<file path="config.mk">
export PLATFORM = sky130hd
export DESIGN_NAME = approx_mul_pipe
export DESIGN_NICKNAME = d
export VERILOG_FILES = /design/src/rtl/approx_mul_pkg.sv /design/src/rtl/approx_mul_pipe_pair_comp.sv /design/src/rtl/approx_mul_pipe.sv
export SDC_FILE = /design/constraint.sdc
export NUM_CORES = 1
export LEC_CHECK = 0
export BUFFER_PORTS_ARGS = -buffer_cell sky130_fd_sc_hd__buf_2
export CORE_MARGIN = 2
export CORE_UTILIZATION = 50
export CTS_CLUSTER_SIZE = 40
export DETAILED_ROUTE_END_ITERATION = 8
export PLACE_DENSITY = 0.69
export SYNTH_ARGS = -nofsm -noshare
export SYNTH_HDL_FRONTEND = slang
export SYNTH_SLANG_ARGS = --single-unit
</file>
<file path="constraint.sdc">
create_clock -name clk -period 4.1 [get_ports clk]
set_input_delay 0.615 -clock clk [delete_from_list [all_inputs] [get_ports clk]]
set_output_delay 0.615 -clock clk [all_outputs]
set_load 0.1 [all_outputs]
</file>
<file path="src/rtl/approx_mul_pkg.sv">
// Shared definitions for the approximate multiplier: pair-compression rule
// and statistics width. Optional error monitor: APPROX_MUL_ERR_MON_EN.
package approx_mul_pkg;

  localparam int unsigned STAT_W = 32;
  // Widest product the compression helper handles (operands up to 32 bits).
  localparam int unsigned MAX_PW = 64;

  // Combine two partial-product rows. a_row/b_row are the unshifted masked
  // multiplicand rows; a sits at weight 'base', b at 'base+1'. Columns below
  // approx_col OR their bits (carry dropped) when approx_en is set; all other
  // columns add exactly.
  function automatic logic [MAX_PW-1:0] pair_comp(
    input logic [MAX_PW-1:0] a_row,
    input logic [MAX_PW-1:0] b_row,
    input int unsigned       base,
    input int unsigned       approx_col,
    input logic              approx_en
  );
    logic [MAX_PW-1:0] a;
    logic [MAX_PW-1:0] b;
    logic [MAX_PW-1:0] mask;
    a = a_row << base;
    b = b_row << (base + 1);
    if (!approx_en)
      mask = '0;
    else if (approx_col >= MAX_PW)
      mask = '1;
    else
      mask = (64'd1 << approx_col) - 64'd1;
    return ((a | b) & mask) + (a & ~mask) + (b & ~mask);
  endfunction

endpackage

</file>
<file path="src/rtl/approx_mul_pipe_pair_comp.sv">
// Combinational compressor for one pair of low partial-product rows.
module approx_pair_comp
  import approx_mul_pkg::*;
#(
  parameter int unsigned W          = 8,
  parameter int unsigned APPROX_COL = 6,
  parameter int unsigned BASE       = 0
) (
  input  logic [W-1:0]   y,
  input  logic           x_a,
  input  logic           x_b,
  input  logic           approx_en,
  output logic [2*W-1:0] sum
);

  logic [MAX_PW-1:0] full;

  assign full = pair_comp(MAX_PW'(y & {W{x_a}}), MAX_PW'(y & {W{x_b}}),
                          BASE, APPROX_COL, approx_en);
  assign sum  = full[2*W-1:0];

  // Pair sums always fit in 2W bits; the helper's upper bits are zero.
  if (2*W < MAX_PW) begin : g_unused
    logic unused_hi;
    assign unused_hi = ^full[MAX_PW-1:2*W];
  end

endmodule

</file>
<file path="src/rtl/approx_mul_pipe.sv">
// Two-stage valid/ready approximate multiplier with per-transaction
// exact/approximate select. Optional error monitor: APPROX_MUL_ERR_MON_EN.
module approx_mul_pipe
  import approx_mul_pkg::*;
#(
  parameter int unsigned W          = 8,
  parameter int unsigned L          = 4,
  parameter int unsigned APPROX_COL = 6
) (
  input  logic             clk,
  input  logic             rst_n,
  input  logic             in_valid,
  output logic             in_ready,
  input  logic [W-1:0]     x,
  input  logic [W-1:0]     y,
  input  logic             approx_en,
  output logic             out_valid,
  input  logic             out_ready,
  output logic [2*W-1:0]   z,
  output logic             out_approx
`ifdef APPROX_MUL_ERR_MON_EN
  ,
  input  logic             clear_stats,
  output logic [STAT_W-1:0] err_acc,
  output logic [STAT_W-1:0] sample_cnt
`endif
);

  localparam int unsigned NP = L / 2;
  localparam int unsigned PW = 2 * W;

  logic          en;
  logic [PW-1:0] high_d;
  logic [PW-1:0] pair_d [NP];
  logic          s1_valid;
  logic          s1_approx;
  logic [PW-1:0] s1_high;
  logic [PW-1:0] s1_pair [NP];
  logic [PW-1:0] sum_d;

  assign en       = !out_valid || out_ready;
  assign in_ready = en;

  // High rows are always exact, already weighted by 2^L.
  if (L < W) begin : g_high
    assign high_d = (PW'(y) * PW'(x[W-1:L])) << L;
  end else begin : g_no_high
    assign high_d = '0;
  end

  for (genvar k = 0; k < NP; k++) begin : g_pair
    approx_pair_comp #(
      .W          (W),
      .APPROX_COL (APPROX_COL),
      .BASE       (2 * k)
    ) u_pair (
      .y         (y),
      .x_a       (x[2*k]),
      .x_b       (x[2*k+1]),
      .approx_en (approx_en),
      .sum       (pair_d[k])
    );
  end

  // Stage 1: capture high part, pair sums and mode of an accepted input.
  always_ff @(posedge clk or negedge rst_n) begin
    if (!rst_n) begin
      s1_valid  <= 1'b0;
      s1_approx <= 1'b0;
      s1_high   <= '0;
      for (int unsigned k = 0; k < NP; k++) s1_pair[k] <= '0;
    end else if (en) begin
      s1_valid <= in_valid;
      if (in_valid) begin
        s1_approx <= approx_en;
        s1_high   <= high_d;
        for (int unsigned k = 0; k < NP; k++) s1_pair[k] <= pair_d[k];
      end
    end
  end

  // Final accumulation of the stage-1 terms.
  always_comb begin
    sum_d = s1_high;
    for (int unsigned k = 0; k < NP; k++) sum_d = sum_d + s1_pair[k];
  end

  // Stage 2: output register; bubbles leave z/out_approx untouched.
  always_ff @(posedge clk or negedge rst_n) begin
    if (!rst_n) begin
      out_valid  <= 1'b0;
      z          <= '0;
      out_approx <= 1'b0;
    end else if (en) begin
      out_valid <= s1_valid;
      if (s1_valid) begin
        z          <= sum_d;
        out_approx <= s1_approx;
      end
    end
  end

`ifdef APPROX_MUL_ERR_MON_EN
  localparam logic [MAX_PW:0] STAT_MAX = (MAX_PW+1)'({STAT_W{1'b1}});

  logic [PW-1:0]     s1_exact;
  logic [PW-1:0]     s2_exact;
  logic [PW-1:0]     err_diff;
  logic [MAX_PW:0]   err_sum;
  logic              mon_hs;

  assign mon_hs   = out_valid && out_ready && out_approx;
  assign err_diff = s2_exact - z;
  assign err_sum  = (MAX_PW+1)'(err_acc) + (MAX_PW+1)'(err_diff);

  // Exact product travels alongside the approximate one.
  always_ff @(posedge clk or negedge rst_n) begin
    if (!rst_n) begin
      s1_exact <= '0;
      s2_exact <= '0;
    end else if (en) begin
      if (in_valid) s1_exact <= PW'(x) * PW'(y);
      if (s1_valid) s2_exact <= s1_exact;
    end
  end

  // Saturating error statistics; clear has priority over a handshake.
  always_ff @(posedge clk or negedge rst_n) begin
    if (!rst_n) begin
      err_acc    <= '0;
      sample_cnt <= '0;
    end else if (clear_stats) begin
      err_acc    <= '0;
      sample_cnt <= '0;
    end else if (mon_hs) begin
      err_acc    <= (err_sum > STAT_MAX) ? '1 : err_sum[STAT_W-1:0];
      sample_cnt <= (sample_cnt == '1) ? sample_cnt : sample_cnt + 1'b1;
    end
  end
`endif

endmodule

</file>
## After elaboration in Yosys (flattened, before gate mapping)

Cells that the tools add are included.

- Input bits: 21
- Flip-flop bits (word level): 64

- Add/sub/neg operators: 6
- Multiplexer cells: 1
- Multiply operators: 1
- Reductions and logical operators: 4
- Bitwise gates (word level): 13

Operator list:

| operator | count |
|---|---|
| $add 16x16->16 | 6 |
| $and 16x16->16 | 5 |
| $and 8x8->8 | 4 |
| $or 16x16->16 | 2 |
| $and 16x6->16 | 1 |
| $not 6->16 | 1 |
| $mul 8x4->12 | 1 |
| $mux 6 | 1 |
| $reduce_and 2->1 | 2 |
| $logic_not 1->1 | 1 |
| $logic_or 1x1->1 | 1 |

## Longest topological paths before layout

Gate-level depths: netlist of run 1.

- Word-level depth: 5
- Depth in mapped cells: 13

## Cells and area by module

From an unflattened synthesis of run 1, not the netlist that was laid out.

- Cell total of the unflattened synthesis: 573
- Area total of the unflattened synthesis: 5576.6 um^2

Modules (own cells, without submodules):

| module | times used | sequential area each (um^2) | cells each | area each (um^2) |
|---|---|---|---|---|
| approx_mul_pipe | 1 | 1601.5 | 419 | 4386.7 |
| approx_pair_comp (g_pair[0].u_pair) | 1 | 0.0 | 78 | 604.3 |
| approx_pair_comp (g_pair[1].u_pair) | 1 | 0.0 | 76 | 585.6 |

## Worst setup path after synthesis of run 1

Ideal clock, no wire load.

- Path type: input-to-reg
- From: input y[1]
- To: register s1_high[14]
- Arrival time: 3.486 ns
- Path slack: 0.494 ns
- Stages on the path: 13
- Setup time: 0.120 ns
- Required time: 3.980 ns
- Path buffers: 1
- Path through: clkbuf_1 and2_1 fa_1 inv_1 fa_1 inv_1 ha_1 nor2b_4 o21ai_2 a21boi_1 o211a_1 or3_1 a31o_1

- Word-level cells in the longest chain between the ends: 1

Ends and longest elaborated chain:

| item | RTL line | RTL |
|---|---|---|
| from (decl) | approx_mul_pipe.sv:15 | `input logic [W-1:0] y,` |
| $mul 8x4->12 | approx_mul_pipe.sv:46 | `assign high_d = (PW'(y) * PW'(x[W-1:L])) << L;` |
| to (signal assigned) | approx_mul_pipe.sv:76 | `s1_high <= high_d;` |
| to (decl) | approx_mul_pipe.sv:37 | `logic [PW-1:0] s1_high;` |

No other way between the ends.
A chain may end at the register's enable or synchronous reset.

## Final worst setup path of run 1

Ends and elaborated chain as after synthesis.

==> metrics.md, run 1 <==
| Metric | Value |
|---|---|
| Die H | `98.7 um` |
| Post-CTS Resized | `0` |
| Power share of the sequential group | `28.7%` |
| Critical-path top delay cell | `fa_1` |
| Startpoint types | `primary input` |
| Post-synthesis area per instance | `9.14 sq um` |
| Fmax | `292 MHz` |
| Full die area | `9730 sq um` |
| Final total power | `2660 uW` |
| Hold_buf cts | `0` |
| IO Pins | `40` |
| Cell count after synthesis | `490` |
| Fillers | `831` |
| Bufs on Longest Clock Path | `2` |
| Share of cells above drive strength 1 | `12.2%` |
| Worst r2r src | `s1_high[4]$_DFFE_PN0P_` |
| Vias in the first global route | `3374` |
| DRT iter0 DRCs | `120` |
| Final min period | `3.43 ns` |
| # nets final | `approximately 620` |
| Clk pwr share | `roughly 11%` |
| Starting Density | `51.4%` |
| Seq cells post-synth | `52` |
| Cell Area, Synth | `4480 sq um` |
| TritonCTS Buffers | `5` |
| Slew Limit Fails | `0` |
| RSZ-0062 raised after global routing | `no` |
| CP peak stage delay | `0.54 ns` |
| FF/Latch Area | `roughly 1300 sq um` |
| Synth top area cells | `dfrtp_1 29%, ha_1 17%, fa_1 9.4%` |
| Gate power share | `between 50 and 60%` |
| Worst Setup SP | `y[1]` |
| Max-Cap Viols | `0` |
| Syn-to-layout area delta | `7.99%` |
| Remaining DRCs | `0` |
| Initial antenna violation count | `0` |
| CTS sink cnt | `52` |
| Final WL | `8.52 mm` |
| Crit Path Max Fanout | `10` |
| Worst EP arrival | `between 3 and 4 ns` |
| Drt first pass iters | `4` |
| Worst hold-check path type | `in2async` |
| Cell variety after synth | `42` |
| Post-DP HPWL | `about 7 mm` |
| CP Cell Sequence | `buf_2 > and2_1 > fa_1 > inv_1 > fa_1 > inv_1 > ha_1 > nor2b_4 > o21ai_2 > a21boi_1 > o211a_1 > or3_1 > a31o_1` |
| Final Hold Violating Endpoints | `0` |
| Yosys Warn Count | `0` |
| Root Buffer | `clkbuf_8` |
| Leak | `0.00245 uW` |
| WS Path Type | `in2reg` |
| DR vias/cell | `5.30` |
| Status | `complete, no violations` |
| Die Wd | `roughly 99 um` |
| Core Rows | `34` |
| Pre-CTS setup slack | `0.339 ns` |
| Routed len/inst | `~14 um` |
| Worst VDD drop | `0.000251 V` |
| First-pass GRT wire length | `15.7 mm` |
| Critical path's top delay family | `adder cells` |
| Post-synth EDFFs | `0` |
| Sequential-to-total area share from yosys stat | `29.1%` |
| CP required | `4.30 ns` |
| Buf/Inv on CP | `3` |
| Multi-input logic area | `2970 sq um` |
| Clock edge transition at the registers on the reported setup and hold paths | `0.10 ns` |
| Port bufs | `39` |
| Power Dens Cells | `550 nW/um^2` |
| Post-CTS Setup Inserts | `0` |
| Synth area leader | `dfrtp_1` |
| Relative slew slack | `39.5%` |
| Internal | `1270 uW` |
| CTS tree | `yes` |
| RD Place Congestion | `between 0.8 and 0.9` |
| DR vias | `about 3.3k` |
| Sw frac | `52.4%` |
| Switching Power | `1390 uW` |
| Core area | `8720 sq um` |
| Gr usage total | `about a fifth` |
| Detail Route Antenna Nets | `0` |
| Final setup TNS | `0 ns` |
| Final clock skew | `0.00398 ns` |
| Final WS setup | `0.671 ns` |
| Diodes inserted | `0` |
| Slew @ Worst Pin | `0.905 ns` |
| Top FF cell, synth | `dfrtp_1` |
| Count of final setup violators | `0` |
| Clk_lat worst skew | `between 0.3 and 0.4 ns` |
| Synth top area share | `29.1%` |
| GR Overflow Total | `0` |
| Pin count of the biggest net entering global routing | `55` |
| Worst setup EP type | `flip-flop` |
| H-Tree Depth | `2` |
| Tcrit/Tclk final | `a little over four fifths` |
| FFs w/ async S/R, synth | `100%` |
## cells by family (layout without fill, tap and decap cells)
kind of cell	Yosys count	after routing	synth area share (%)
other	1	2	0.0837
xor gates and xnor gates	23	23	4.50
AOI/OAI and AO/OA	112	112	16.4
buffers and inverters	55	81	4.64
DFF	52	52	29.1
adders and majority gates	81	81	26.1
and+or+nand+nor	159	159	17.5
muxes	7	7	1.76
## sequential cells by signal (all words and copies together), names as in the netlist
register / flops
out_approx: 1
out_valid: 1
s1_approx: 1
s1_high: 12
s1_pair: 20
s1_valid: 1
z: 16
## power by group through the flow
| stage | registers [uW] | clock network (uW) | logic [uW] |
|---|---|---|---|
| finish | 762 | 304 | 1590 |
| global route | 788 | 330 | 1770 |
| CTS | 766 | 316 | 1600 |
| detailed placement | 778 | 0 | 1590 |
| global placement | 768 | 0 | 1570 |
| floorplan | 1300 | 0 | 769 |
## worst reg2reg max path, stage by stage (launching register included)
cell and delay (ns):
dfrtp_1 0.41, fa_1 0.54, fa_1 0.50, a211oi_1 0.29, o211ai_1 0.19, a41oi_1 0.34, nor2_1 0.10, xnor2_1 0.13
o21ai_0 0.08
## synth_stat cells (2+ instances only)
master    count
a32o_1        8
inv_1        32
or3_1         2
o21bai_1      2
clkbuf_1     22
mux2_2        7
o21a_1        5
xor2_1       17
a211oi_1      8
nor2b_1       4
a21oi_1      12
dfrtp_1      52
nor2_1       18
a21o_1        9
o31ai_1       6
ha_1         60
and2_1       48
fa_1         21
a31oi_1       6
o211ai_1      2
nand2_1      70
nand2b_1      3
or2_2         2
xnor2_1       6
nand3_1       3
o21ai_0      45
nor3_1        5
## cell type report
| class | count | area share (%) |
|---|---|---|
| Multi-Input combinational cell | 384 | 61.5 |
| Sequential cell | 52 | 26.9 |
| Timing Repair Buffer | 41 | 4.35 |
| Tap cell | 108 | 2.79 |
| Inverter | 32 | 2.48 |
| Clock buffer | 5 | 1.42 |
| Clock inverter | 3 | 0.569 |
## through the flow
stage / utilization [%] / cells / hold slack [ns] / cell area, sq um
floorplan: - / 491 / 0.319 / 4480
global placement: 54.4 / 617 / 0.449 / 4740
detailed placement: 54.4 / 617 / 0.459 / 4740
CTS: 55.5 / 625 / 0.433 / 4840
global route: 55.5 / 625 / 0.464 / 4840
finish: 55.5 / 625 / 0.410 / 4840
## layout by cell type, fill, tap and decap left out, drive strengths merged, types with 3 or more instances in the layout
master,count
buf,41
nand2b,3
or2,3
clkbuf,5
xnor2,6
fa,21
nor2b,5
xor2,17
a21o,9
a21oi,12
nand3,3
o21ai,46
nor2,18
a32o,8
ha,60
a211oi,8
nor3,5
a31oi,6
o31ai,6
o21a,5
mux2,7
inv,33
dfrtp,52
nand2,70
and2,48
## per-layer routing
metal	track usage, %	vias up	wire length [um]
met5	0	-	0
met2	30.9	57	3850
li1	-	1719	-
met3	1.56	12	241
met4	5.16	0	133
met1	28.7	1523	4290
## final timing paths
| check | cells after the start | slack, ns | end |
|---|---|---|---|
| worst max-delay path | 13 | 0.67 | s1_high[14]$_DFFE_PN0P_ |
| worst min-delay path | 2 | 0.41 | z[3]$_DFFE_PN0P_ |
| worst max register to register | 8 | 1.37 | z[15]$_DFFE_PN0P_ |
| worst min register to register | 2 | 0.48 | z[5]$_DFFE_PN0P_ |
| max in group asynchronous | 2 | 3.26 | s1_pair[10]$_DFFE_PN0P_ |
| min in group clk | 2 | 0.48 | z[5]$_DFFE_PN0P_ |
Note: power is estimated with default switching activity, not from simulation.
==> inputs of run 2 (changes only) <==
==> constraint.sdc (replaced) <==
create_clock -name clk -period 3.2 [get_ports clk]
set_input_delay 0.48 -clock clk [delete_from_list [all_inputs] [get_ports clk]]
set_output_delay 0.48 -clock clk [all_outputs]
set_load 0.1 [all_outputs]
==> run 2 against run 1 <==
Clock-buffer cell count grew 1; critical path depth shrank 1; sequential power is 28% higher; clock power rose by 29%; sequential share of layout area is 1.1 points lower; cell area increased by 4.3%; clock skew is 0.00094 ns higher; via count rose by 3.5%; wire length up 1.3%; power increased by 31%; register-to-register slack got worse by 0.92 ns; hold slack got worse by 0.25 ns; critical path type unchanged; critical endpoint unchanged; largest power group unchanged.
==> metrics.md, run 2 (synthesis gave the netlist of run 1 again) <==
| Metric | Value |
|---|---|
| TritonCTS Buffers | `5` |
| Routing usage on met2 | `31.4%` |
| # nets final | `642` |
| RSZ-0062 raised after global routing | `no` |
| GR Overflow Total | `0` |
| Die H | `98.7 um` |
| Post-DP HPWL | `7.18 mm` |
| Final clock skew | `0.00492 ns` |
| CTS sink cnt | `52` |
| Die Wd | `around 100 um` |
| Relative slew slack | `51.7%` |
| Register-to-Register Path Depth | `8` |
| Met1 Use GR | `between 20% and 30%` |
| Bufs on Longest Clock Path | `2` |
| Power Dens Cells | `690 nW/um^2` |
| Final WL | `8.64 mm` |
| Root Buffer | `clkbuf_8` |
| Most frequent cells in the layout | `70 x nand2_1, 59 x ha_1, 52 x dfrtp_1, 47 x and2_1, 44 x o21ai_0` |
| Fillers | `779` |
| RD Place Congestion | `0.835` |
| Pin count of the biggest net entering global routing | `55` |
| Status | `complete, no violations` |
| Multi-input logic area | `3000 sq um` |
| Final min period | `3.05 ns` |
| Leak | `0.00257 uW` |
| Area post-placement | `4930 sq um` |
| Final Hold Violating Endpoints | `0` |
| CP required | `approximately 3.4 ns` |
| Slew @ Worst Pin | `0.723 ns` |
| Tcrit/Tclk final | `95.4%` |
| Max reg flops | `20` |
| Met3 GRT Util | `under 10%` |
| Worst Setup SP | `x[7]` |
| Port bufs | `39` |
| FF/Latch Area | `1300 sq um` |
| Fmax | `327 MHz` |
| Reg-to-reg critical path endpoint | `z[15]$_DFFE_PN0P_` |
| CTS tree | `yes` |
| H-Tree Depth | `2` |
| Max-Cap Viols | `0` |
| Core Rows | `34` |
| Hold_buf cts | `0` |
| Remaining DRCs | `0` |
| Largest register by flop count | `s1_pair` |
| Syn-to-layout area delta | `12.6%` |
| Worst setup EP type | `flip-flop` |
| Fin util | `between 50% and 60%` |
| Worst VDD drop | `between 0.0003 and 0.0004 V` |
| Clock edge transition at the registers on the reported setup and hold paths | `about 0.09 ns` |
| Final WS setup | `0.146 ns` |
| WS Path Type | `in2reg` |
| Worst EP arrival | `3.25 ns` |
| DRT iter0 DRCs | `174` |
| Critical Path Sink | `s1_high[14]$_DFFE_PN0P_` |
| Slew Limit Fails | `0` |
| Biggest regs | `s1_pair: 20 flops, z: 16 flops, s1_high: 12 flops` |
| Worst r2r src | `s1_high[4]$_DFFE_PN0P_` |
| Diodes inserted | `0` |
| DR vias | `around 3.4k` |
| Core area | `8720 sq um` |
| Final total power | `around 3500 uW` |
| First-pass GRT wire length | `15.4 mm` |
| Reg2Reg Setup Slack | `0.45 ns` |
| Vias in the first global route | `3271` |
| Most common cell after layout, fill and taps aside | `nand2_1` |
| Full die area | `about 9700 sq um` |
| Pre-CTS setup slack | `-0.259 ns` |
| Routed len/inst | `between 10 and 15 um` |
| Share of cells above drive strength 1 | `roughly 17%` |
| Startpoint types | `primary input` |
| Initial antenna violation count | `0` |
| Gr usage total | `19.0%` |
| DR vias/cell | `5.28` |
| Placed cell count | `640` |
| Detail Route Antenna Nets | `0` |
| Final std cells w/o fill | `649` |
| Finished layout cell area | `5040 sq um` |
| Clk_lat worst skew | `0.30 ns` |
| Drt first pass iters | `5` |
| Crit Path Max Fanout | `6` |
| Worst hold-check path type | `in2async` |
| Gr busiest metal | `met2` |
| Count of final setup violators | `0` |
| IO Pins | `40` |
| Starting Density | `51.4%` |
## run 2: cell types whose count changed in the layout (fill, tap and decap cells not counted), sizes merged
cell | previous run | this run
buf | 41 | 65
clkbuf | 5 | 6
clkinvlp | 1 | 0
## run 2: report_power, final
group / switching (uW) / internal, uW
Sequential: 123 / 852
Clock: 215 / 177
Combinational: 1450 / 667
## run 2: stage by stage
step	hold slack, ns	TNS [ns]
3_5_place_dp	0.452	-0.898
4_1_cts	0.175	0
3_3_place_gp	0.451	-0.491
5_1_grt	0.208	0
6_report	0.161	0
2_1_floorplan	0.184	0
## run 2: area by class of cell
type | instances | share of cell area, %
sequential | 52 | 25.8
clock buffer | 6 | 1.64
inverter | 32 | 2.38
tap | 108 | 2.68
multi-input combinational | 384 | 59.5
timing repair buffer | 65 | 7.74
clock inverter | 2 | 0.273
## run 2: routing by layer
metal / share of wire (%) / wire, um
met1: 51 / 4380
met2: 46 / 3970
met3: 2.5 / 216
met4: 0.82 / 71
met5: 0 / 0
## run 2: how the worst min path moves through the flow
stage / from / endpoint / cells after the start
2_1_floorplan: rst_n / out_approx$_DFFE_PN0P_ / 0
3_3_place_gp: s1_valid$_DFFE_PN0N_ / out_valid$_DFFE_PN0N_ / 2
3_5_place_dp: s1_pair[16]$_DFFE_PN0P_ / s1_pair[16]$_DFFE_PN0P_ / 2
4_1_cts: rst_n / z[4]$_DFFE_PN0P_ / 1
5_1_grt: rst_n / z[4]$_DFFE_PN0P_ / 1
6_report: rst_n / z[3]$_DFFE_PN0P_ / 1
## run 2: what timing repair did
action / 4_1_cts / 5_1_grt
setup endpoints to repair: 0 / 4
setup buffers: 0 / 1
gates resized for setup: 0 / 2
## run 2: worst max-delay path, cell delays in order
cell and delay (ns):
buf_2 0.13, and2_1 0.16, fa_1 0.53, inv_1 0.06, fa_1 0.53, inv_1 0.04, ha_1 0.30, or2_1 0.23
a21o_1 0.17, o211a_1 0.13, or3_1 0.31, a31o_1 0.18
